### src/rtl/timer_pkg.sv
// Shared types and sizing for the game countdown timer.
package timer_pkg;

    localparam int MAX_SEC_DEF = 99;

    typedef enum logic [1:0] {
        IDLE    = 2'd0,
        RUN     = 2'd1,
        PAUSED  = 2'd2,
        EXPIRED = 2'd3
    } state_e;

    function automatic int count_width(input int max_sec);
        return $clog2(max_sec + 1);
    endfunction

endpackage

### src/rtl/tick_sync.sv
// Brings the slow 1 Hz square wave into the clk_in domain and emits a
// single-cycle pulse per rising edge.
module tick_sync (
    input  logic clk_in,
    input  logic rst,
    input  logic async_in,
    output logic pulse_out
);

    logic meta_q;
    logic sync_q;
    logic prev_q;

    always_ff @(posedge clk_in or posedge rst) begin
        if (rst) begin
            meta_q <= 1'b0;
            sync_q <= 1'b0;
            prev_q <= 1'b0;
        end else begin
            meta_q <= async_in;
            sync_q <= meta_q;
            prev_q <= sync_q;
        end
    end

    assign pulse_out = sync_q & ~prev_q;

endmodule

### src/rtl/countdown_timer.sv
// Loadable seconds countdown driven by a synchronized 1 Hz tick, with BCD
// digits for the display and an expiry pulse/level for the game FSM.
module countdown_timer
    import timer_pkg::*;
#(
    parameter int MAX_SEC = MAX_SEC_DEF,
    parameter int CW      = count_width(MAX_SEC)
) (
    input  logic          clk_in,
    input  logic          rst,
    input  logic          sec_clk,
    input  logic          load,
    input  logic [CW-1:0] load_sec,
    input  logic          start,
    input  logic          pause,
    output logic [CW-1:0] secs_left,
    output logic [3:0]    tens,
    output logic [3:0]    ones,
    output logic          running,
    output logic          expired,
    output logic          done
);

    localparam logic [CW-1:0] MAX_CNT = CW'(MAX_SEC);
    localparam logic [CW-1:0] ONE     = CW'(1);
    localparam logic [CW-1:0] TEN     = CW'(10);

    state_e        state_q, state_d;
    logic [CW-1:0] secs_q, secs_d;
    logic          expired_q, expired_d;
    logic          running_q;
    logic          done_q;
    logic          tick;

    tick_sync u_tick_sync (
        .clk_in    (clk_in),
        .rst       (rst),
        .async_in  (sec_clk),
        .pulse_out (tick)
    );

    always_ff @(posedge clk_in or posedge rst) begin
        if (rst) begin
            state_q   <= IDLE;
            secs_q    <= '0;
            expired_q <= 1'b0;
            running_q <= 1'b0;
            done_q    <= 1'b0;
        end else begin
            state_q   <= state_d;
            secs_q    <= secs_d;
            expired_q <= expired_d;
            running_q <= (state_d == RUN);
            done_q    <= (state_d == EXPIRED);
        end
    end

    // Priority: load > pause > start > tick, in every state.
    always_comb begin
        state_d   = state_q;
        secs_d    = secs_q;
        expired_d = 1'b0;
        if (load) begin
            secs_d  = (load_sec > MAX_CNT) ? MAX_CNT : load_sec;
            state_d = IDLE;
        end else begin
            unique case (state_q)
                IDLE: begin
                    if (!pause && start) begin
                        if (secs_q != '0) begin
                            state_d = RUN;
                        end else begin
                            state_d   = EXPIRED;
                            expired_d = 1'b1;
                        end
                    end
                end
                RUN: begin
                    if (pause) begin
                        state_d = PAUSED;
                    end else if (tick) begin
                        if (secs_q > ONE) begin
                            secs_d = secs_q - ONE;
                        end else begin
                            secs_d    = '0;
                            state_d   = EXPIRED;
                            expired_d = 1'b1;
                        end
                    end
                end
                PAUSED: begin
                    if (!pause && start) begin
                        state_d = RUN;
                    end
                end
                EXPIRED: begin
                    secs_d = '0;
                end
                default: begin
                    state_d = IDLE;
                end
            endcase
        end
    end

    assign secs_left = secs_q;
    assign tens      = 4'(secs_q / TEN);
    assign ones      = 4'(secs_q % TEN);
    assign running   = running_q;
    assign expired   = expired_q;
    assign done      = done_q;

endmodule

### config.mk
export PLATFORM = sky130hd
export DESIGN_NAME = countdown_timer
export DESIGN_NICKNAME = d
export VERILOG_FILES = /design/src/rtl/timer_pkg.sv /design/src/rtl/tick_sync.sv /design/src/rtl/countdown_timer.sv
export SDC_FILE = /design/constraint.sdc
export NUM_CORES = 1
export LEC_CHECK = 0
export ABC_AREA = 0
export BUFFER_PORTS_ARGS = -buffer_cell sky130_fd_sc_hd__buf_2
export CORE_AREA = 4 4 55 57
export DETAILED_ROUTE_END_ITERATION = 6
export DIE_AREA = 0 0 59 61
export PLACE_DENSITY = 0.77
export SYNTH_ARGS = -nofsm -noshare
export SYNTH_HDL_FRONTEND = slang
export SYNTH_SLANG_ARGS = --single-unit
### constraint.sdc
create_clock -name clk_in -period 5.9 [get_ports clk_in]
set_input_delay 0.295 -clock clk_in [delete_from_list [all_inputs] [get_ports clk_in]]
set_output_delay 0.295 -clock clk_in [all_outputs]
set_load 0.02 [all_outputs]
==> results of run 1 <==
stage by stage:
| stage | cells | cell area (sq um) | utilization, % | total power, mW |
|---|---|---|---|---|
| CTS | 213 | 1420 | 57.5 | 0.409 |
| global placement | 209 | 1400 | 56.4 | 0.341 |
| floorplan | 160 | 1270 | - | 0.297 |
| finish | 213 | 1420 | 57.5 | 0.409 |
| global route | 213 | 1420 | 57.5 | 0.435 |
| detailed placement | 209 | 1400 | 56.4 | 0.347 |
cell usage after synthesis, drive strengths merged:
library cell   n
a211oi         1
a21oi         13
a221o          1
a221oi         2
a222oi         1
a22oi          1
a31oi          1
a32oi          2
and2           2
and2b          2
and3           2
and3b          1
buf            9
clkbuf         2
dfrtp         15
ha             5
inv            8
mux2i          2
mux4           1
nand2         18
nand2b         4
nand3          3
nand4b         1
nor2          14
nor2b          4
nor3           2
nor3b          2
nor4           1
o211ai         1
o21a           3
o21ai         17
o21bai         3
o221ai         1
o22ai          4
o311a          2
o311ai         1
o31ai          1
o41ai          1
or2            1
or2b           1
or3b           1
xnor2          3
logic make-up after synthesis:
kind of cell               after synthesis
buffers and inverters                   19
DFF                                     15
AOI/OAI and AO/OA                       56
muxes                                    3
xor gates and xnor gates                 3
and+or+nand+nor                         59
adders and majority gates                5
worst max-delay path, cell delays in order (launching register included):
cell and delay (ns):
dfrtp_1 0.64, nand2b_2 0.26, o21a_1 0.14, o22ai_1 0.07, o21a_1 0.19, a21oi_1 0.17, ha_1 0.44, and2b_1 0.21
o21bai_1 0.07, a221oi_1 0.23, o22ai_1 0.13, a211oi_2 0.35, mux2i_1 0.23, buf_2 0.18
routing by layer:
metal / GRT usage [%] / share of wire, % / up-vias
li1: - / - / 624
met1: 23.6 / 45 / 592
met2: 32.2 / 47 / 58
met3: 2.34 / 6.5 / 7
met4: 9.71 / 2.2 / 0
met5: 0 / 0 / -
registers in the layout, indices dropped and copies added (netlist names):
name                count
u_tick_sync.sync_q      1
done                    1
u_tick_sync.meta_q      1
secs_left               7
expired                 1
u_tick_sync.prev_q      1
state_q                 2
running                 1
final timing paths:
| path | from | end | slack [ns] |
|---|---|---|---|
| setup reg to reg | secs_left[6]$_DFFE_PP0P_ | secs_left[5]$_DFFE_PP0P_ | 3.83 |
| setup / recovery | secs_left[4]$_DFFE_PP0P_ | ones[2] | 1.97 |
| hold / removal | rst | secs_left[3]$_DFFE_PP0P_ | 0.02 |
| min in group clk_in | sec_clk | u_tick_sync.meta_q$_DFF_PP0_ | 0.10 |
| max in group asynchronous | rst | expired$_DFF_PP0_ | 5.50 |
| hold reg to reg | u_tick_sync.meta_q$_DFF_PP0_ | u_tick_sync.sync_q$_DFF_PP0_ | 0.38 |
power by group through the flow:
stage | logic, mW | clock network, mW | registers, mW
final | 0.204 | 0.0629 | 0.142
after global routing | 0.223 | 0.0665 | 0.145
after CTS | 0.204 | 0.0635 | 0.141
after detailed placement | 0.203 | 0 | 0.143
after global placement | 0.199 | 0 | 0.143
after floorplan | 0.164 | 0 | 0.133
final cells by class:
type / count / area, sq um
Clock buffer: 3 / 22.5
Clock inverter: 1 / 5.00
Fill cell: 238 / 1050
Inverter: 8 / 30.0
Multi-Input combinational cell: 126 / 803
Sequential cell: 15 / 375
Tap cell: 30 / 37.5
Timing Repair Buffer: 30 / 150
==> metrics.log, run 1 <==
INFO  metric post_synthesis_mean_instance_area = between 7 and 8 sq um
INFO  metric drc = 0
INFO  metric slew_violations = 0
INFO  metric yosys.area.top_type_share = 29.5%
INFO  metric synth-simple-area-share = 24.3%
INFO  metric ant_nets = 0
INFO  metric number_of_buffer_cells_added_on_primary_ports = 30
INFO  metric routed-via-count = 1,281
INFO  metric timing.critical_path.to_type = output port
INFO  metric die_width = 59 um
INFO  metric detailedPlacementHpwl = 2400 um
INFO  metric synth.distinct_cells = 49
INFO  metric cp_data_arrival_time = 3.63 ns
INFO  metric final_net_count = 202
INFO  metric insertion_delay = 0.30 ns
INFO  metric synth_area = roughly 1300 sq um
INFO  metric drtIter0Drc = 57
INFO  metric grt_util_all_layers = 18.9%
INFO  metric yosys-top-cells-area = dfrtp_1 (30%), o21ai_0 (6.3%), a21oi_1 (5.1%)
INFO  metric path_class = flip-flop to output port
INFO  metric worst-endpoint-required = 5.61 ns
INFO  metric switching_fraction = a little under half
INFO  metric ir_worst_vdd = roughly 210 uV
INFO  metric clock.fmax = 0.255 GHz
INFO  metric min_tclk_post_route = 3.93 ns
INFO  metric synth.yosys.seq_area_share = around 30%
INFO  metric synthAdderAreaFrac = under 10%
INFO  metric timing.hold.ws = 0.0241 ns
INFO  metric post_drt_via_cell_ratio = 6.01
INFO  metric detail_route.first_pass.iterations = 5
INFO  metric timing.critical_path.fanout_max = 16
INFO  metric depth_of_the_worst_register_to_register_path = 6
INFO  metric design.core.area = ~2500 sq um
INFO  metric slew_headroom = 59.3%
INFO  metric holdBufCountCts = 0
INFO  metric start_kind = flip-flop
INFO  metric cts.repair_timing.setup_buffer_count = 0
INFO  metric avgRoutedWirePerCell = 15.1 um
INFO  metric grt.overflow.total = 0
INFO  metric gp_congestion = 0.907
INFO  metric sequential_fraction_of_design_power = a little over a third
INFO  metric power_frac_comb = 49.9%
INFO  metric cts.sinks = 15
INFO  metric cts_made_buffers = 3
INFO  metric ys.warnings.count = 0
INFO  metric clk_transition_reported_paths = approximately 0.1 ns
INFO  metric clock_path_buffers = 2
INFO  metric grt_pass1_vias = 1,133
INFO  metric power.static_leakage = 0.652 nW
INFO  metric ios = 31
INFO  metric floorplan.die_area = 3600 sq um
INFO  metric initial_antenna_violation_count = 0
INFO  metric grt_pass1_wl = slightly above 5000 um
INFO  metric insertedDiodeCount = 0
INFO  metric setup_viol_count_final = 0
INFO  metric setup_ws = 1.97 ns
INFO  metric net-switching-power = 190 uW
INFO  metric area.growth.synth_to_final = 12.0%
INFO  metric power-per-cell-area = 287 nW/um^2
INFO  metric setup_tns = 0 ns
INFO  metric placement_rows = 18
INFO  metric die_h = 61 um
INFO  metric unrepaired_setup_endpoints_after_global_routing = false
INFO  metric synth_largest_area_cell = dfrtp_1
INFO  metric initial_utilization = about half
INFO  metric synth.mux.area_fraction = between 3 and 4%
INFO  metric cap_violations = 0
INFO  metric wire_length_reported_by_the_detailed_router = 3220 um
INFO  metric post_synth_inst_count = between 150 and 200
INFO  metric final_layout_size_suffix_gt1_share = 22.4%
INFO  metric htree_levels = 1
INFO  metric p_int = 220 uW
INFO  metric number_of_cells_upsized_or_downsized_after_cts = 0
INFO  metric most_frequent_cells_in_the_layout = buf_2 (30), nand2_1 (17), o21ai_0 (16)
INFO  metric combinational_family_with_the_most_area_after_synthesis = compound AO/OA/AOI/OAI gates
INFO  metric root_buffer_cell = clkbuf_4
INFO  metric clk_pwr_share = 15.4%
INFO  metric tritoncts = built
INFO  metric synthesis_stage_register_bit_count = 15
INFO  metric grt_max_degree = 23
INFO  metric min-delay-path-class = input port to async pin
INFO  metric run_status = finished clean
INFO  metric most_common_cell_after_layout_fill_and_taps_aside = buf_2
INFO  metric dp_worst_setup_slack = 2.33 ns
INFO  metric fin_crit_sh = 66.6%
INFO  metric synthXorXnorAreaFrac = 2.07%
INFO  metric tightestPinTransition = 0.610 ns
INFO  metric total_count_of_hold_check_failures_in_the_final_report = 0
INFO  metric syn-num-nets = ~180
INFO  metric finalClockSkew = 0.00725 ns
INFO  metric synth-compound-area-share = 28.5%
Note: power is estimated with default switching activity, not from simulation.
==> run 2: changes to the inputs <==
--- a/config.mk
+++ b/config.mk
@@ -5,12 +5,12 @@
 export SDC_FILE = /design/constraint.sdc
 export NUM_CORES = 1
 export LEC_CHECK = 0
-export ABC_AREA = 0
+export ABC_AREA = 1
 export BUFFER_PORTS_ARGS = -buffer_cell sky130_fd_sc_hd__buf_2
-export CORE_AREA = 4 4 55 57
+export CORE_AREA = 4 4 54 56
 export DETAILED_ROUTE_END_ITERATION = 6
-export DIE_AREA = 0 0 59 61
-export PLACE_DENSITY = 0.77
+export DIE_AREA = 0 0 58 60
+export PLACE_DENSITY = 0.74
 export SYNTH_ARGS = -nofsm -noshare
 export SYNTH_HDL_FRONTEND = slang
 export SYNTH_SLANG_ARGS = --single-unit
==> constraint.sdc (replaced) <==
create_clock -name clk_in -period 3.27 [get_ports clk_in]
set_input_delay 0.1635 -clock clk_in [delete_from_list [all_inputs] [get_ports clk_in]]
set_output_delay 0.1635 -clock clk_in [all_outputs]
set_load 0.02 [all_outputs]
==> run 2 against run 1 <==
Largest cell class unchanged. Hold slack gained 0.080 ns. Count of clock-buffer cells in the layout grew 1. Global-route usage down 3.1 points. First-iteration DRC count is 19% lower. Sequential share of layout area rose by 2.3 points. Non-clock buffer count rose by 2. Sequential cell count did not move. Utilization decreased by 3.7 points. Die area down 3.3%.
==> metrics.log, run 2 <==
INFO  metric combinational_family_with_the_most_area_after_synthesis = simple AND/OR/NAND/NOR gates
INFO  metric critical_path.endpoint = ones[2]
INFO  metric finalClockSkew = 0.000979 ns (-0.00628 ns)
INFO  metric placement_rows = 18 (unchanged)
INFO  metric syn-num-nets = 170 (-4.5%)
INFO  metric number_of_buffer_cells_added_on_primary_ports = 30 (unchanged)
INFO  metric clock_path_buffers = 2 (unchanged)
INFO  metric routed-via-count = 1,093 (-15%)
INFO  metric largest_reg_flops = 7 (unchanged)
INFO  metric grt_pass1_vias = 1,036 (-8.6%)
INFO  metric worst-endpoint-required = 3.11 ns (-2.50 ns)
INFO  metric drc = 0 (unchanged)
INFO  metric most_frequent_cells_in_the_layout = nand2_1 (34), buf_2 (30), inv_1 (26)
INFO  metric setup_viol_count_final = 0 (unchanged)
INFO  metric worst_setup_path_startpoint = secs_left[5]$_DFFE_PP0P_
INFO  metric initial_utilization = 44.5% (-6.8 points)
INFO  metric htree_levels = 1 (unchanged)
INFO  metric ys_async_sr_fraction = 100% (unchanged)
INFO  metric synth.mux.area_fraction = 0% (-3.3 points)
INFO  metric power.static_leakage = 0.730 nW (+12%)
INFO  metric post_synthesis_mean_instance_area = 7.12 sq um (-10%)
INFO  metric grt_util_all_layers = 15.8% (-3.1 points)
INFO  metric most_common_cell_after_layout_fill_and_taps_aside = nand2_1
INFO  metric total_count_of_hold_check_failures_in_the_final_report = 0 (unchanged)
INFO  metric detailed_place.area = 1260 sq um (-9.6%)
INFO  metric synthXorXnorAreaFrac = 3.24% (+1.2 points)
INFO  metric fin_crit_sh = 85.3%
INFO  metric avgRoutedWirePerCell = 11.5 um (-24%)
INFO  metric yosysMostFrequentCell = nand2_1
INFO  metric finish.instance_area = 1310 sq um (-8.1%)
INFO  metric synth.yosys.seq_area_share = 34.7% (+5.2 points)
INFO  metric ys.warnings.count = 0 (unchanged)
INFO  metric detailedPlacementHpwl = 2060 um (-14%)
INFO  metric min_tclk_post_route = 2.79 ns
INFO  metric area.growth.synth_to_final = 20.9%
INFO  metric timing.critical_path.to_type = output port
INFO  metric ys.flop_type = dfrtp_1
INFO  metric ios = 31 (unchanged)
INFO  metric timing.critical_path.fanout_max = 5 (-11)
INFO  metric power-per-cell-area = 519 nW/um^2 (+81%)
INFO  metric rrSetupSlack = 1.38 ns (-2.45 ns)
INFO  metric drtIter0Drc = 46 (-19%)
INFO  metric floorplan.die_area = 3480 sq um (-3.3%)
INFO  metric setup_tns = 0 ns (unchanged)
INFO  metric post_drt_via_cell_ratio = 5.04 (-16%)
INFO  metric ant_nets = 0 (unchanged)
INFO  metric synth_edf_count = 0 (unchanged)
INFO  metric cts.sinks = 15 (unchanged)
INFO  metric number_of_cells_upsized_or_downsized_after_cts = 0 (unchanged)
INFO  metric die_width = 58 um (-1.7%)
INFO  metric grt_pass1_wl = 4280 um (-17%)
INFO  metric grt.overflow.total = 0 (unchanged)
INFO  metric insertedDiodeCount = 0 (unchanged)
INFO  metric tritoncts = built
INFO  metric unrepaired_setup_endpoints_after_global_routing = false
INFO  metric synthAdderAreaFrac = 5.78% (+0.86 points)
INFO  metric final_layout_size_suffix_gt1_share = 23.0% (+0.59 points)
INFO  metric clock.fmax = 0.359 GHz
INFO  metric root_buffer_cell = clkbuf_4
INFO  metric wire_length_reported_by_the_detailed_router = 2500 um (-22%)
INFO  metric grt_max_degree = 16 (-30%)
INFO  metric cts_made_buffers = 3 (unchanged)
INFO  metric slew_headroom = 62.3% (+2.9 points)
INFO  metric yosys-top-cells-count = nand2_1 (34), inv_1 (26), nor2_1 (18)
INFO  metric start_kind = flip-flop
INFO  metric detail_route.first_pass.iterations = 4 (-1)
INFO  metric clk_transition_reported_paths = 0.09 ns (about the same)
INFO  metric yosys-top-cells-area = dfrtp_1 (35%), nand2_1 (12%), inv_1 (9.0%)
INFO  metric tightestPinTransition = 0.565 ns (-0.0448 ns)
INFO  metric initial_antenna_violation_count = 0 (unchanged)
INFO  metric min-delay-path-class = input port to flip-flop
INFO  metric die_h = 60 um (-1.6%)
INFO  metric final_net_count = 206 (+2.0%)
INFO  metric insertion_delay = 0.29 ns (about the same)
INFO  metric ir_worst_vdd = 341 uV (+63%)
INFO  metric synth-compound-area-share = 14.0% (-15 points)
INFO  metric gp_congestion = 0.861 (-5.1%)
INFO  metric timing.rr.start = secs_left[5]$_DFFE_PP0P_
INFO  metric fin_total_pwr = 679 uW (+66%)
INFO  metric cap_violations = 0 (unchanged)
INFO  metric path_class = flip-flop to output port
INFO  metric depth_of_the_worst_register_to_register_path = 10 (+4)
INFO  metric synth_area = 1080 sq um (-15%)
INFO  metric synthesis_stage_register_bit_count = 15 (unchanged)
INFO  metric slew_violations = 0 (unchanged)
INFO  metric synth_largest_area_cell = dfrtp_1
INFO  metric synth.distinct_cells = 24 (-51%)
INFO  metric design.core.area = 2430 sq um (-1.8%)
INFO  metric run_status = finished clean
INFO  metric cp_data_arrival_time = 2.63 ns (-1.00 ns)
INFO  metric yosys.area.top_type_share = 34.7% (+5.2 points)
INFO  metric synth-simple-area-share = 32.3% (+7.9 points)
INFO  metric worstReg2RegEnd = running$_DFF_PP0_
INFO  metric post_synth_inst_count = 152 (-5.0%)
run 2: cell types whose count changed after synthesis, sizes merged, moves of 7 or more:
cell   delta
nand2    +21
inv      +19
nand3    +14
o21ai    -10
buf       -8
a21oi     -7
run 2: routing by layer:
metal	vias up	track usage [%]	wire length, um
met4	0	7.28	60
met2	24	28.5	1300
met5	-	0	0
li1	559	-	-
met1	501	18.3	1050
met3	9	2.38	98
run 2: worst min path at each step:
| stage | start | to | slack, ns | cells past startpoint |
|---|---|---|---|---|
| floorplan | rst | done$_DFF_PP0_ | 0.06 | 1 |
| global placement | rst | u_tick_sync.meta_q$_DFF_PP0_ | 0.24 | 2 |
| detailed placement | rst | u_tick_sync.sync_q$_DFF_PP0_ | 0.25 | 2 |
| CTS | load_sec[6] | secs_left[6]$_DFFE_PP0P_ | 0.1 | 3 |
| global route | load_sec[6] | secs_left[6]$_DFFE_PP0P_ | 0.11 | 3 |
| finish | load_sec[6] | secs_left[6]$_DFFE_PP0P_ | 0.10 | 3 |
run 2: area by class of cell:
class / instances / area [sq um]
Inverter: 27 / 101
Fill cell: 255 / 1120
Sequential cell: 15 / 375
Clock buffer: 4 / 26.3
Multi-Input combinational cell: 109 / 598
Timing Repair Buffer: 32 / 170
Tap cell: 30 / 37.5
run 2: power by group:
group,total (mW),switching [mW],internal (mW)
clock network,0.108,0.0602,0.0475
registers,0.221,0.0200,0.201
logic,0.351,0.233,0.118
total,0.679,0.313,0.366
run 2: kinds of logic after synthesis:
group,Yosys count
AO/OA/AOI/OAI,24
XOR/XNOR,4
adder cells (fa/ha/maj),5
buffers and inverters,28
flip-flops,15
AND/OR/NAND/NOR,76
run 2: repair_timing:
| action | CTS | global route |
|---|---|---|
| endpoints found under the hold margin | 16 | 0 |
| buffers inserted | 0 | 0 |
| hold buffers | 2 | 0 |
run 2: through the flow:
step                hold WS [ns]  util (%)  setup slack, ns  instances
floorplan                 0.0650         -            0.841        152
global placement           0.238      51.9            0.991        211
detailed placement         0.249      51.9            0.817        211
CTS                       0.0990      53.8            0.501        217
global route               0.108      53.8            0.216        217
finish                     0.104      53.8            0.481        217
run 2: critical path, cell delays in order (launching register included):
cell and delay [ns]:
dfrtp_1 0.45, nor2_1 0.10, nand2_1 0.17, nor2_1 0.06, o21ai_0 0.42, nand3_1 0.20, nand2_1 0.13, inv_1 0.05
ha_1 0.20, inv_1 0.08, nand3_2 0.09, nand2_1 0.07, inv_1 0.05, nand3_1 0.06, nand2_1 0.05, buf_2 0.15
==> run 3: changes to the inputs <==
--- a/config.mk
+++ b/config.mk
@@ -10,7 +10,7 @@
 export CORE_AREA = 4 4 54 56
 export DETAILED_ROUTE_END_ITERATION = 6
 export DIE_AREA = 0 0 58 60
-export PLACE_DENSITY = 0.74
+export PLACE_DENSITY_LB_ADDON = 0.15
 export SYNTH_ARGS = -nofsm -noshare
 export SYNTH_HDL_FRONTEND = slang
 export SYNTH_SLANG_ARGS = --single-unit
==> run 3 against run 2 <==
Fmax rose by 3.4%. First-iteration DRC count rose by 4.3%. Combinational power barely moved. Final cell count did not move. Clock power fell by 4%. Critical endpoint unchanged. Power fell by 0.85%. Sequential power barely moved. Global-route usage rose by 0.71 points. Largest power group unchanged. Register-to-register slack barely moved. Die area did not move.
==> metrics.log, run 3 (synthesis results as in run 2) <==
INFO  metric area.growth.synth_to_final = 20.9% (unchanged)
INFO  metric worst-endpoint-required = 3.11 ns (about the same)
INFO  metric number_of_buffer_cells_added_on_primary_ports = 30 (unchanged)
INFO  metric timing.critical_path.to_type = output port
INFO  metric routed-via-count = 1,112 (+1.7%)
INFO  metric root_buffer_cell = clkbuf_4
INFO  metric detailedPlacementHpwl = 2070 um (+0.57%)
INFO  metric clock.fmax = 0.371 GHz (+3.4%)
INFO  metric fin_crit_sh = 82.5% (-2.8 points)
INFO  metric start_kind = flip-flop
INFO  metric number_of_cells_upsized_or_downsized_after_cts = 0 (unchanged)
INFO  metric design.core.area = 2430 sq um (unchanged)
INFO  metric clock_path_buffers = 2 (unchanged)
INFO  metric dp_worst_setup_slack = 0.882 ns (+0.0650 ns)
INFO  metric power.static_leakage = 0.730 nW (unchanged)
INFO  metric setup_ws = 0.573 ns (+0.0922 ns)
INFO  metric cts.sinks = 15 (unchanged)
INFO  metric grt_max_degree = 16 (unchanged)
INFO  metric most_common_cell_after_layout_fill_and_taps_aside = nand2_1
INFO  metric largest_reg_flops = 7 (unchanged)
INFO  metric die_width = 58 um (unchanged)
INFO  metric initial_antenna_violation_count = 0 (unchanged)
INFO  metric min-delay-path-class = input port to flip-flop
INFO  metric tightestPinTransition = 0.553 ns (-0.0121 ns)
INFO  metric slew_headroom = 63.1% (+0.81 points)
INFO  metric unrepaired_setup_endpoints_after_global_routing = false
INFO  metric cp_data_arrival_time = 2.53 ns (-0.10 ns)
INFO  metric setup_viol_count_final = 0 (unchanged)
INFO  metric avgRoutedWirePerCell = 11.9 um (+3.0%)
INFO  metric setup_tns = 0 ns (unchanged)
INFO  metric grt_pass1_wl = 4460 um (+4.0%)
INFO  metric timing.critical_path.fanout_max = 5 (unchanged)
INFO  metric insertion_delay = 0.28 ns (about the same)
INFO  metric run_status = finished clean
INFO  metric path_class = flip-flop to output port
INFO  metric tritoncts = built
INFO  metric post_drt_via_cell_ratio = 5.12 (+1.7%)
INFO  metric fin_total_pwr = 673 uW (-0.85%)
INFO  metric final_net_count = 206 (unchanged)
INFO  metric drc = 0 (unchanged)
INFO  metric power-per-cell-area = 515 nW/um^2 (-0.85%)
INFO  metric ios = 31 (unchanged)
INFO  metric die_h = 60 um (unchanged)
INFO  metric ant_nets = 0 (unchanged)
INFO  metric clk_transition_reported_paths = 0.09 ns (about the same)
INFO  metric wire_length_reported_by_the_detailed_router = 2580 um (+3.0%)
INFO  metric cap_violations = 0 (unchanged)
INFO  metric grt_pass1_vias = 1,048 (+1.2%)
INFO  metric initial_utilization = 44.5% (unchanged)
INFO  metric insertedDiodeCount = 0 (unchanged)
INFO  metric min_tclk_post_route = 2.70 ns (-0.0922 ns)
INFO  metric drtIter0Drc = 48 (+4.3%)
INFO  metric floorplan.die_area = 3480 sq um (unchanged)
INFO  metric final_layout_size_suffix_gt1_share = 23.0% (unchanged)
INFO  metric grt.overflow.total = 0 (unchanged)
INFO  metric grt_util_all_layers = 16.5% (+0.71 points)
INFO  metric most_frequent_cells_in_the_layout = nand2_1 (34), buf_2 (30), inv_1 (26)
INFO  metric cts.repair_timing.setup_buffer_count = 0 (unchanged)
INFO  metric cts_made_buffers = 3 (unchanged)
INFO  metric finalClockSkew = 0.00465 ns (+0.00367 ns)
INFO  metric gp_congestion = 0.848 (-1.5%)
INFO  metric detail_route.first_pass.iterations = 4 (unchanged)
INFO  metric total_count_of_hold_check_failures_in_the_final_report = 0 (unchanged)
INFO  metric holdBufCountCts = 2 (unchanged)
INFO  metric slew_violations = 0 (unchanged)
INFO  metric placement_rows = 18 (unchanged)
INFO  metric htree_levels = 1 (unchanged)
INFO  metric ir_worst_vdd = 309 uV (-9.5%)
[run 3: layout make-up]
| cell class | instances | area (sq um) |
|---|---|---|
| Multi-Input combinational cell | 109 | 598 |
| Clock buffer | 4 | 26.3 |
| Timing Repair Buffer | 32 | 170 |
| Tap cell | 30 | 37.5 |
| Inverter | 27 | 101 |
| Sequential cell | 15 | 375 |
| Fill cell | 247 | 1120 |
[run 3: routing by layer]
metal / global-route usage (%) / up-vias / routed length (um)
met4: 6.62 / 0 / 38
met1: 19.2 / 510 / 1030
met2: 30.8 / 34 / 1370
met5: 0 / - / 0
li1: - / 563 / -
met3: 1.51 / 5 / 132
[run 3: worst paths after layout]
| kind | start | slack, ns | cells past startpoint | to |
|---|---|---|---|---|
| worst max-delay path | secs_left[4]$_DFFE_PP0P_ | 0.57 | 19 | ones[2] |
| worst min-delay path | load_sec[5] | 0.11 | 3 | secs_left[5]$_DFFE_PP0P_ |
| worst max register to register | secs_left[5]$_DFFE_PP0P_ | 1.37 | 10 | running$_DFF_PP0_ |
| worst min register to register | u_tick_sync.meta_q$_DFF_PP0_ | 0.36 | 0 | u_tick_sync.sync_q$_DFF_PP0_ |
| max in group asynchronous | rst | 2.43 | 3 | secs_left[0]$_DFFE_PP0P_ |
| min in group asynchronous | rst | 0.47 | 3 | u_tick_sync.prev_q$_DFF_PP0_ |
[run 3: per-stage QoR]
| step | instances | utilization (%) | hold WS (ns) | instance area [sq um] |
|---|---|---|---|---|
| CTS | 217 | 53.8 | 0.106 | 1310 |
| floorplan | 152 | - | 0.0650 | 1080 |
| global placement | 211 | 51.9 | 0.241 | 1260 |
| detailed placement | 211 | 51.9 | 0.244 | 1260 |
| global route | 217 | 53.8 | 0.135 | 1310 |
| finish | 217 | 53.8 | 0.114 | 1310 |
[run 3: power breakdown]
part | total, mW | switching [mW] | internal (mW)
Clock | 0.104 | 0.0566 | 0.0474
Sequential | 0.220 | 0.0188 | 0.201
Combinational | 0.350 | 0.232 | 0.118
Total | 0.673 | 0.307 | 0.366
[run 3: critical path: stages (launching register included)]
cell and delay [ns]:
dfrtp_1 0.43, inv_1 0.14, nand3_1 0.13, nand3_1 0.11, nand2_2 0.09, nand3_1 0.12, nand3_2 0.11, nand2_2 0.10
nand2_2 0.07, nand2_1 0.12, nand2_1 0.07, inv_1 0.06, ha_1 0.17, inv_1 0.06, nand3_2 0.08, nand2_1 0.05
inv_1 0.07, nand3_1 0.06, nand2_1 0.06, buf_2 0.15
